**src/rtl/tcp_client_control.sv**
```systemverilog
// Active-open TCP connection controller: drives the client state machine and
// hands control-segment requests (SYN/ACK/FIN/RST) to the TX framer.
module tcp_client_control #(
  parameter int RTO_CYCLES       = 1000,
  parameter int MAX_RETRIES      = 3,
  parameter int TIME_WAIT_CYCLES = 2000
) (
  input  logic        clk,
  input  logic        rst,
  input  logic        connect_in,
  input  logic        force_dcn_in,
  input  logic        tx_done_in,
  input  logic        rx_vld,
  input  logic        SYN_in,
  input  logic        ACK_in,
  input  logic        FIN_in,
  input  logic        RST_in,
  input  logic [15:0] src_port_in,
  input  logic [15:0] dst_port_in,
  input  logic [15:0] local_port,
  input  logic [15:0] remote_port,
  input  logic        tx_rdy,
  output logic        tx_vld,
  output logic        tx_syn,
  output logic        tx_ack,
  output logic        tx_fin,
  output logic        tx_rst,
  output logic [2:0]  state_out,
  output logic        connected,
  output logic        timeout_err,
  output logic        reset_err
);

  localparam int RTO_W = (RTO_CYCLES > 1) ? $clog2(RTO_CYCLES) : 1;
  localparam int TW_W  = (TIME_WAIT_CYCLES > 1) ? $clog2(TIME_WAIT_CYCLES) : 1;
  localparam int RET_W = (MAX_RETRIES > 0) ? $clog2(MAX_RETRIES + 1) : 1;

  // Flag vectors are ordered {syn, ack, fin, rst}
  localparam logic [3:0] F_SYN = 4'b1000;
  localparam logic [3:0] F_ACK = 4'b0100;
  localparam logic [3:0] F_FIN = 4'b0010;
  localparam logic [3:0] F_RST = 4'b0001;

  typedef enum logic [2:0] {
    CLOSED      = 3'd0,
    SYN_SENT    = 3'd1,
    ESTABLISHED = 3'd2,
    FIN_WAIT_1  = 3'd3,
    FIN_WAIT_2  = 3'd4,
    TIME_WAIT   = 3'd5,
    LAST_ACK    = 3'd6
  } state_t;

  state_t           state_reg, state_next;
  logic [RTO_W-1:0] rto_reg, rto_next;
  logic [TW_W-1:0]  tw_reg, tw_next;
  logic [RET_W-1:0] retry_reg, retry_next;
  logic             tx_vld_reg, tx_vld_next;
  logic [3:0]       tx_flags_reg, tx_flags_next;
  logic             connected_reg, timeout_err_reg, timeout_err_next;
  logic             reset_err_reg, reset_err_next;
  logic             issue;
  logic [3:0]       issue_flags;
  logic             match, rto_expired, timed_state;

  assign match       = rx_vld && (src_port_in == remote_port) && (dst_port_in == local_port);
  assign rto_expired = (rto_reg == RTO_W'(RTO_CYCLES - 1)) && !tx_vld_reg;
  assign timed_state = (state_reg == SYN_SENT) || (state_reg == FIN_WAIT_1) ||
                       (state_reg == LAST_ACK);

  always_comb begin
    state_next       = state_reg;
    rto_next         = rto_reg;
    tw_next          = tw_reg;
    retry_next       = retry_reg;
    issue            = 1'b0;
    issue_flags      = 4'b0000;
    timeout_err_next = 1'b0;
    reset_err_next   = 1'b0;

    if (state_reg == CLOSED) begin
      if (connect_in) begin
        issue       = 1'b1;
        issue_flags = F_SYN;
        retry_next  = '0;
        state_next  = SYN_SENT;
      end
    end else if (force_dcn_in) begin
      issue       = 1'b1;
      issue_flags = F_RST;
      state_next  = CLOSED;
    end else if (match && RST_in) begin
      reset_err_next = 1'b1;
      state_next     = CLOSED;
    end else begin
      case (state_reg)
        SYN_SENT: begin
          if (match && SYN_in && ACK_in) begin
            issue       = 1'b1;
            issue_flags = F_ACK;
            state_next  = ESTABLISHED;
          end
        end
        ESTABLISHED: begin
          if (match && FIN_in) begin
            issue       = 1'b1;
            issue_flags = F_FIN | F_ACK;
            retry_next  = '0;
            state_next  = LAST_ACK;
          end else if (!connect_in && tx_done_in) begin
            issue       = 1'b1;
            issue_flags = F_FIN | F_ACK;
            retry_next  = '0;
            state_next  = FIN_WAIT_1;
          end
        end
        FIN_WAIT_1: begin
          if (match && FIN_in) begin
            issue       = 1'b1;
            issue_flags = F_ACK;
            state_next  = TIME_WAIT;
          end else if (match && ACK_in) begin
            state_next = FIN_WAIT_2;
          end
        end
        FIN_WAIT_2: begin
          if (match && FIN_in) begin
            issue       = 1'b1;
            issue_flags = F_ACK;
            state_next  = TIME_WAIT;
          end
        end
        TIME_WAIT: begin
          if (match && FIN_in) begin
            issue       = 1'b1;
            issue_flags = F_ACK;
            tw_next     = '0;
          end else if (tw_reg == TW_W'(TIME_WAIT_CYCLES - 1)) begin
            state_next = CLOSED;
          end else begin
            tw_next = tw_reg + 1'b1;
          end
        end
        LAST_ACK: begin
          if (match && ACK_in) state_next = CLOSED;
        end
        default: state_next = CLOSED;
      endcase

      // A matching segment in the expiry cycle suppresses the timeout action
      if (timed_state && state_next == state_reg) begin
        if (rto_expired && !match) begin
          issue    = 1'b1;
          rto_next = '0;
          if (retry_reg < RET_W'(MAX_RETRIES)) begin
            issue_flags = (state_reg == SYN_SENT) ? F_SYN : (F_FIN | F_ACK);
            retry_next  = retry_reg + 1'b1;
          end else begin
            issue_flags      = F_RST;
            timeout_err_next = 1'b1;
            state_next       = CLOSED;
          end
        end else if (!tx_vld_reg && !rto_expired) begin
          rto_next = rto_reg + 1'b1;
        end
      end
    end

    if (state_next != state_reg) begin
      rto_next = '0;
      tw_next  = '0;
    end

    tx_vld_next   = tx_vld_reg;
    tx_flags_next = tx_flags_reg;
    if (issue) begin
      tx_vld_next   = 1'b1;
      tx_flags_next = issue_flags;
    end else if (tx_vld_reg && tx_rdy) begin
      tx_vld_next   = 1'b0;
      tx_flags_next = 4'b0000;
    end
  end

  always_ff @(posedge clk or negedge rst) begin
    if (!rst) begin
      state_reg       <= CLOSED;
      rto_reg         <= '0;
      tw_reg          <= '0;
      retry_reg       <= '0;
      tx_vld_reg      <= 1'b0;
      tx_flags_reg    <= 4'b0000;
      connected_reg   <= 1'b0;
      timeout_err_reg <= 1'b0;
      reset_err_reg   <= 1'b0;
    end else begin
      state_reg       <= state_next;
      rto_reg         <= rto_next;
      tw_reg          <= tw_next;
      retry_reg       <= retry_next;
      tx_vld_reg      <= tx_vld_next;
      tx_flags_reg    <= tx_flags_next;
      connected_reg   <= (state_next == ESTABLISHED);
      timeout_err_reg <= timeout_err_next;
      reset_err_reg   <= reset_err_next;
    end
  end

  assign tx_vld      = tx_vld_reg;
  assign tx_syn      = tx_flags_reg[3];
  assign tx_ack      = tx_flags_reg[2];
  assign tx_fin      = tx_flags_reg[1];
  assign tx_rst      = tx_flags_reg[0];
  assign state_out   = state_reg;
  assign connected   = connected_reg;
  assign timeout_err = timeout_err_reg;
  assign reset_err   = reset_err_reg;

endmodule

```
**config.mk**
```make
export PLATFORM = sky130hd
export DESIGN_NAME = tcp_client_control
export DESIGN_NICKNAME = d
export VERILOG_FILES = /design/src/rtl/tcp_client_control.sv
export SDC_FILE = /design/constraint.sdc
export NUM_CORES = 1
export LEC_CHECK = 0
export ABC_AREA = 0
export CAP_MARGIN = 10
export CORE_MARGIN = 1
export CORE_UTILIZATION = 50
export CTS_BUF_LIST = sky130_fd_sc_hd__clkbuf_16
export DETAILED_ROUTE_END_ITERATION = 6
export GPL_TIMING_DRIVEN = 0
export PLACE_DENSITY_LB_ADDON = 0.15
export RECOVER_POWER = 25
export SLEW_MARGIN = 40
export SYNTH_ARGS = -nofsm -noshare
export SYNTH_HDL_FRONTEND = slang
export SYNTH_SLANG_ARGS = --single-unit
```
**constraint.sdc**
```tcl
create_clock -name clk -period 6.4 [get_ports clk]
set_input_delay 1.28 -clock clk [delete_from_list [all_inputs] [get_ports clk]]
set_output_delay 1.28 -clock clk [all_outputs]
set_load 0.005 [all_outputs]
```
==> results_dict.tcl, run 1 <==
set metrics [dict create \
    vias 2672 \
    critical_path.cell_chain "clkdlybuf4s50_1, xor2_1, nand3b_1, or4_4, nor4_4, a21oi_1, a21boi_2, nand2_1, mux2i_1, clkbuf_1, nor4_1" \
    irDropWorstVdd_mv 0.178 \
    slew_viol_final 0 \
    synth_fp_nets 386 \
    reg2reg_depth 9 \
    tightest_slew_ps 968 \
    numCtsBuffers 5 \
    post_cts_buffers 0 \
    clock_sinks 34 \
    hold_path_class "flip-flop to flip-flop" \
    tns_ps 0 \
    synth.yosys.seq_area_share_pct 32.2 \
    power.leakage_nw 1.49 \
    wl_per_cell_um 15.4 \
    io-pin-count 86 \
    synth_top_area_share_pct 32.2 \
    final_area_um2 3730 \
    clk_pin_slew_ps 50 \
    crit_required_ps 6530 \
    fp.dieH_um 74.8 \
    viasPerCell 5.69 \
    finalHoldViolCount 0 \
    reg2reg_slack_ps 3310 \
    syn_to_final_growth_pct 41.0 \
    core_area_um2 5110 \
    tritoncts "done" \
    rsz0062_at_grt "false" \
    antenna_cells 0 \
    min_period_ps 4470 \
    power_mw 0.634 \
    grt_remaining_overflow 0 \
    worstPathArrival_ps 4600 \
    drcViolationCount 0 \
    relSlewSlack_pct 35.5 \
    die_w_um 74.8 \
    routabilityCongestion 0.947 \
    antenna_found_initial 0 \
    start_kind "primary input" \
    rows 26 \
    fillers 393 \
    layout-drive-gt1-share_pct 6.00 \
    cts_max_level 2 \
    clock_skew_ps 5.83 \
    startpoint "remote_port[5]" \
    yosysWarningCount 0 \
    grt_max_degree 19 \
    drtIter0Drc 250 \
    ys_ff_latch 34 \
    avgSynthCellArea_um2 8.59 \
    num-nets-final 478 \
    clk_latency_ps 280 \
    drv_cap 0 \
    cts_root_buffer "clkbuf_16" \
    io_buffers 84 \
    status "finished, final reports clean" \
    hold_start "tx_flags_reg[3]" \
    cp_max_fo 10 \
    fin_crit_sh_pct 69.8 \
    place_area_um2 3600 \
    fp.dieArea_um2 5590 \
    cpPeakStageDelay_ps 560 \
    clockBufferDepth 2 \
    synth.area.top_cells "dfrtp_1, xor2_1, xnor2_1" \
    critPathKind "primary input to flip-flop" \
    critPathCaptureType "flip-flop" \
    holdBufCountCts 0 \
    synth_top_cell_by_area "dfrtp_1" \
    firstDrtPassIters 5 \
    cellPowerDensity_nw_per_um2 170 \
    dp_hpwl_um 5740 \
    min_path_cells 2 \
    netlist_area_um2 2650 \
    synthCells 308 \
    r2r-end "tw_reg[7]" \
    setup_viol 0 \
    async_flop_share_pct 100 \
    synthDistinctLibCells 57 \
    layout_common_cells "clkdlybuf4s50_1, dfrtp_1, xor2_1, nand2_1, nor2_1" \
    synth_edf_count 0 \
    ant_nets 0 \
    min_to "tx_flags_reg[3]" \
    grtUsageTotal_pct 27.0 \
    first_global_vias 2524 \
    final_common_cell "clkdlybuf4s50_1" \
    cp_slowest_cell "or4_4" \
    start_util_pct 51.8 \
    fmax_mhz 224 \
    grt_pass1_wl_um 11600 \
    wirelength_um 7240 \
    cts_resized 0 \
    largest_reg_flops 11 \
    synth-main-ff-cell "dfrtp_1" \
    rr_startpoint "state_out[2]" \
]
## through the flow
stage / utilization [%] / hold slack (ps) / setup slack [ps] / instances
floorplan: - / 463 / 2580 / 308
global placement: 70.0 / 462 / 1720 / 462
detailed placement: 70.4 / 466 / 1670 / 463
CTS: 73.5 / 479 / 1950 / 470
global route: 73.1 / 512 / 1730 / 470
finish: 73.1 / 473 / 1930 / 470
## metal layers
layer / part of all wire (%) / up-vias / GRT usage [%]
met1: 41 / 1235 / 32.8
met2: 50 / 113 / 47.8
met4: 1.9 / 0 / 9.43
li1: - / 1308 / -
met5: 0 / - / 0
met3: 7.2 / 16 / 4.69
## cell families (layout without fill, tap and decap cells)
kind of cell	after synthesis	in the layout	share of synthesized area, %
buffers and inverters	28	120	4.16
muxes	4	4	1.51
adders and majority gates	3	3	1.42
and+or+nand+nor	145	145	32.3
xor gates and xnor gates	44	44	14.6
DFF	34	34	32.2
AOI/OAI and AO/OA	50	50	13.9
## synthesized netlist by cell type, drive strengths merged (3+ instances only)
cell type  instances
dfrtp             34
nand2             28
xor2              28
nor4              27
nor2              25
xnor2             16
a21oi             14
inv               14
nor3              13
clkbuf            10
nand3              9
o21ai              8
nand2b             7
nand4              7
and3               5
nor2b              5
buf                4
mux2i              4
ha                 3
nand4b             3
## worst max-delay path: cells and delay by family
kind | cells | cell delay, ps
AOI/OAI and AO/OA | 2 | 560
buffers and inverters | 2 | 810
xor gates and xnor gates | 1 | 180
and+or+nand+nor | 5 | 1460
muxes | 1 | 300
## worst max-delay path by stage
stage,to,slack (ps),depth (start not counted)
4_1_cts,rto_reg[8],1950,11
5_1_grt,rto_reg[8],1730,11
3_5_place_dp,rto_reg[8],1670,11
6_report,rto_reg[8],1930,11
3_3_place_gp,rto_reg[5],1720,12
2_1_floorplan,tw_reg[2],2580,10
## cell type report
| type | instances | area (um^2) | share of cell area [%] |
|---|---|---|---|
| Timing Repair Buffer | 85 | 838 | 22.5 |
| Clock inverter | 2 | 33.8 | 0.905 |
| Inverter | 14 | 52.6 | 1.41 |
| Clock buffer | 5 | 125 | 3.35 |
| Tap cell | 70 | 87.6 | 2.35 |
| Multi-Input combinational cell | 246 | 1690 | 45.2 |
| Buffer | 14 | 57.6 | 1.54 |
| Sequential cell | 34 | 851 | 22.8 |
## where the power goes
part	switching (mW)	internal, mW
combinational	0.0696	0.0769
clock	0.0821	0.180
sequential	0.00560	0.220
total	0.157	0.477
No activity file was read; power rests on OpenSTA's default activity.
==> run 2, diff against run 1 <==
--- a/config.mk
+++ b/config.mk
@@ -8,7 +8,7 @@
 export ABC_AREA = 0
 export CAP_MARGIN = 10
 export CORE_MARGIN = 1
-export CORE_UTILIZATION = 50
+export CORE_UTILIZATION = 47
 export CTS_BUF_LIST = sky130_fd_sc_hd__clkbuf_16
 export DETAILED_ROUTE_END_ITERATION = 6
 export GPL_TIMING_DRIVEN = 0
==> constraint.sdc (replaced) <==
create_clock -name clk -period 4.66 [get_ports clk]
set_input_delay 0.932 -clock clk [delete_from_list [all_inputs] [get_ports clk]]
set_output_delay 0.932 -clock clk [all_outputs]
set_load 0.005 [all_outputs]
==> run 2 against run 1 <==
Utilization decreased by 2.2 points. Sequential power rose by 37%. Sequential cell count unchanged. Critical endpoint is now tw_reg[5].
==> results_dict.tcl, run 2 (synthesis gave the netlist of run 1 again) <==
set metrics [dict create \
    status "finished, final reports clean" \
    crit_required_ps 4800 \
    setup_viol 0 \
    grtUsageTotal_pct 25.9 \
    worstPathArrival_ps 4260 \
    slew_viol_final 0 \
    fp.dieH_um 77.0 \
    layout_common_cells "clkdlybuf4s50_1, dfrtp_1, xor2_1, nand2_1, nor2_1" \
    num-nets-final 478 \
    drtIter0Drc 241 \
    fin_crit_sh_pct 88.3 \
    cts_resized 0 \
    fillers 434 \
    first_global_vias 2674 \
    finalHoldViolCount 0 \
    tns_ps 0 \
    critPathCaptureType "flip-flop" \
    clock_skew_ps 10.3 \
    tritoncts "done" \
    fmax_mhz 243 \
    routabilityCongestion 0.906 \
    reg2reg_depth 9 \
    core_area_um2 5270 \
    start_kind "primary input" \
    numCtsBuffers 5 \
    holdBufCountCts 0 \
    grtUsageMet1_pct 32.2 \
    io-pin-count 86 \
    wl_per_cell_um 15.2 \
    hold_ws_ps 481 \
    stdcell_count 471 \
    antenna_found_initial 0 \
    tightest_slew_ps 1070 \
    seq_area_um2 851 \
    ant_nets 0 \
    min_to "tx_flags_reg[3]" \
    die_w_um 77.0 \
    grt_max_degree 19 \
    cts_max_level 2 \
    dp_cells 463 \
    cts_root_buffer "clkbuf_16" \
    rsz0062_at_grt "false" \
    fp.dieArea_um2 5930 \
    clockBufferDepth 2 \
    layout-drive-gt1-share_pct 5.99 \
    irDropWorstVdd_mv 0.184 \
    io_buffers 84 \
    rr_startpoint "state_out[2]" \
    cellPowerDensity_nw_per_um2 235 \
    drcViolationCount 0 \
    hold_start "tx_flags_reg[3]" \
    grt_remaining_overflow 0 \
    viasPerCell 5.64 \
    final_common_cell "clkdlybuf4s50_1" \
    critPathKind "primary input to flip-flop" \
    power_mw 0.876 \
    top_usage_layer "met2" \
    start_util_pct 50.2 \
    firstDrtPassIters 6 \
    clk_latency_ps 280 \
    power.leakage_nw 1.50 \
    drv_cap 0 \
    min_path_cells 2 \
    min_period_ps 4120 \
    cp_max_fo 10 \
    relSlewSlack_pct 28.6 \
    syn_to_final_growth_pct 41.1 \
    clk_pin_slew_ps 60 \
    fin_util_pct 70.9 \
    reg2reg_slack_ps 1630 \
    post_cts_buffers 0 \
    antenna_cells 0 \
    multi_input_area_um2 1690 \
    hold_path_class "flip-flop to flip-flop" \
    wirelength_um 7170 \
    dp_hpwl_um 5680 \
    r2r-end "tw_reg[5]" \
    largest_reg_flops 11 \
    use_met2_pct 46.0 \
    met3_usage_pct 5.00 \
    grt_pass1_wl_um 12400 \
    clock_sinks 34 \
    rows 26 \
    vias 2658 \
]
==> run 2: cell count changes in the layout (fill, tap and decap cells not counted), sizes merged <==
cell and change:
clkinv -1, inv +2
==> run 2: worst max-delay path by stage <==
stage                         startpoint        end  slack (ps)  depth (start not counted)
after global routing      remote_port[5]  tw_reg[9]         310                         12
final                     remote_port[5]  tw_reg[5]         540                         12
after detailed placement  remote_port[5]  tw_reg[2]         300                         12
after global placement    remote_port[5]  tw_reg[2]         340                         12
after floorplan           remote_port[5]  tw_reg[2]        1190                         10
after CTS                 remote_port[5]  tw_reg[2]         570                         12
==> run 2: area by class of cell <==
type / count / share of cell area (%)
Timing Repair Buffer: 85 / 22.4
Tap cell: 70 / 2.35
Multi-Input combinational cell: 246 / 45.1
Buffer: 14 / 1.54
Clock inverter: 3 / 1.01
Clock buffer: 5 / 3.35
Sequential cell: 34 / 22.8
Inverter: 14 / 1.41
==> run 2: worst max-delay path, stage by stage <==
cell             delay, ps
clkdlybuf4s50_1        420
xor2_1                 180
nand3b_1               160
or4_4                  560
nor4_4                 480
clkbuf_1               410
nand2_1                 90
o21ai_0                 90
nand2_1                140
a221oi_2               360
buf_2                  330
nor4_1                 100
==> run 2: per-layer routing <==
metal	routed length, um	part of all wire [%]
met1	3010	42
met2	3550	50
met3	530	7.4
met4	74	1.0
met5	0	0
==> run 2: power by group <==
part	internal [mW]	total [mW]	switching, mW
sequential	0.302	0.310	0.00778
combinational	0.106	0.202	0.0961
clock	0.248	0.364	0.117
total	0.656	0.876	0.220
==> run 2: through the flow <==
step / instance area [um^2] / setup WS, ps
after CTS: 3760 / 574
after floorplan: 2650 / 1190
after global routing: 3730 / 312
after detailed placement: 3600 / 299
final: 3730 / 545
after global placement: 3570 / 339
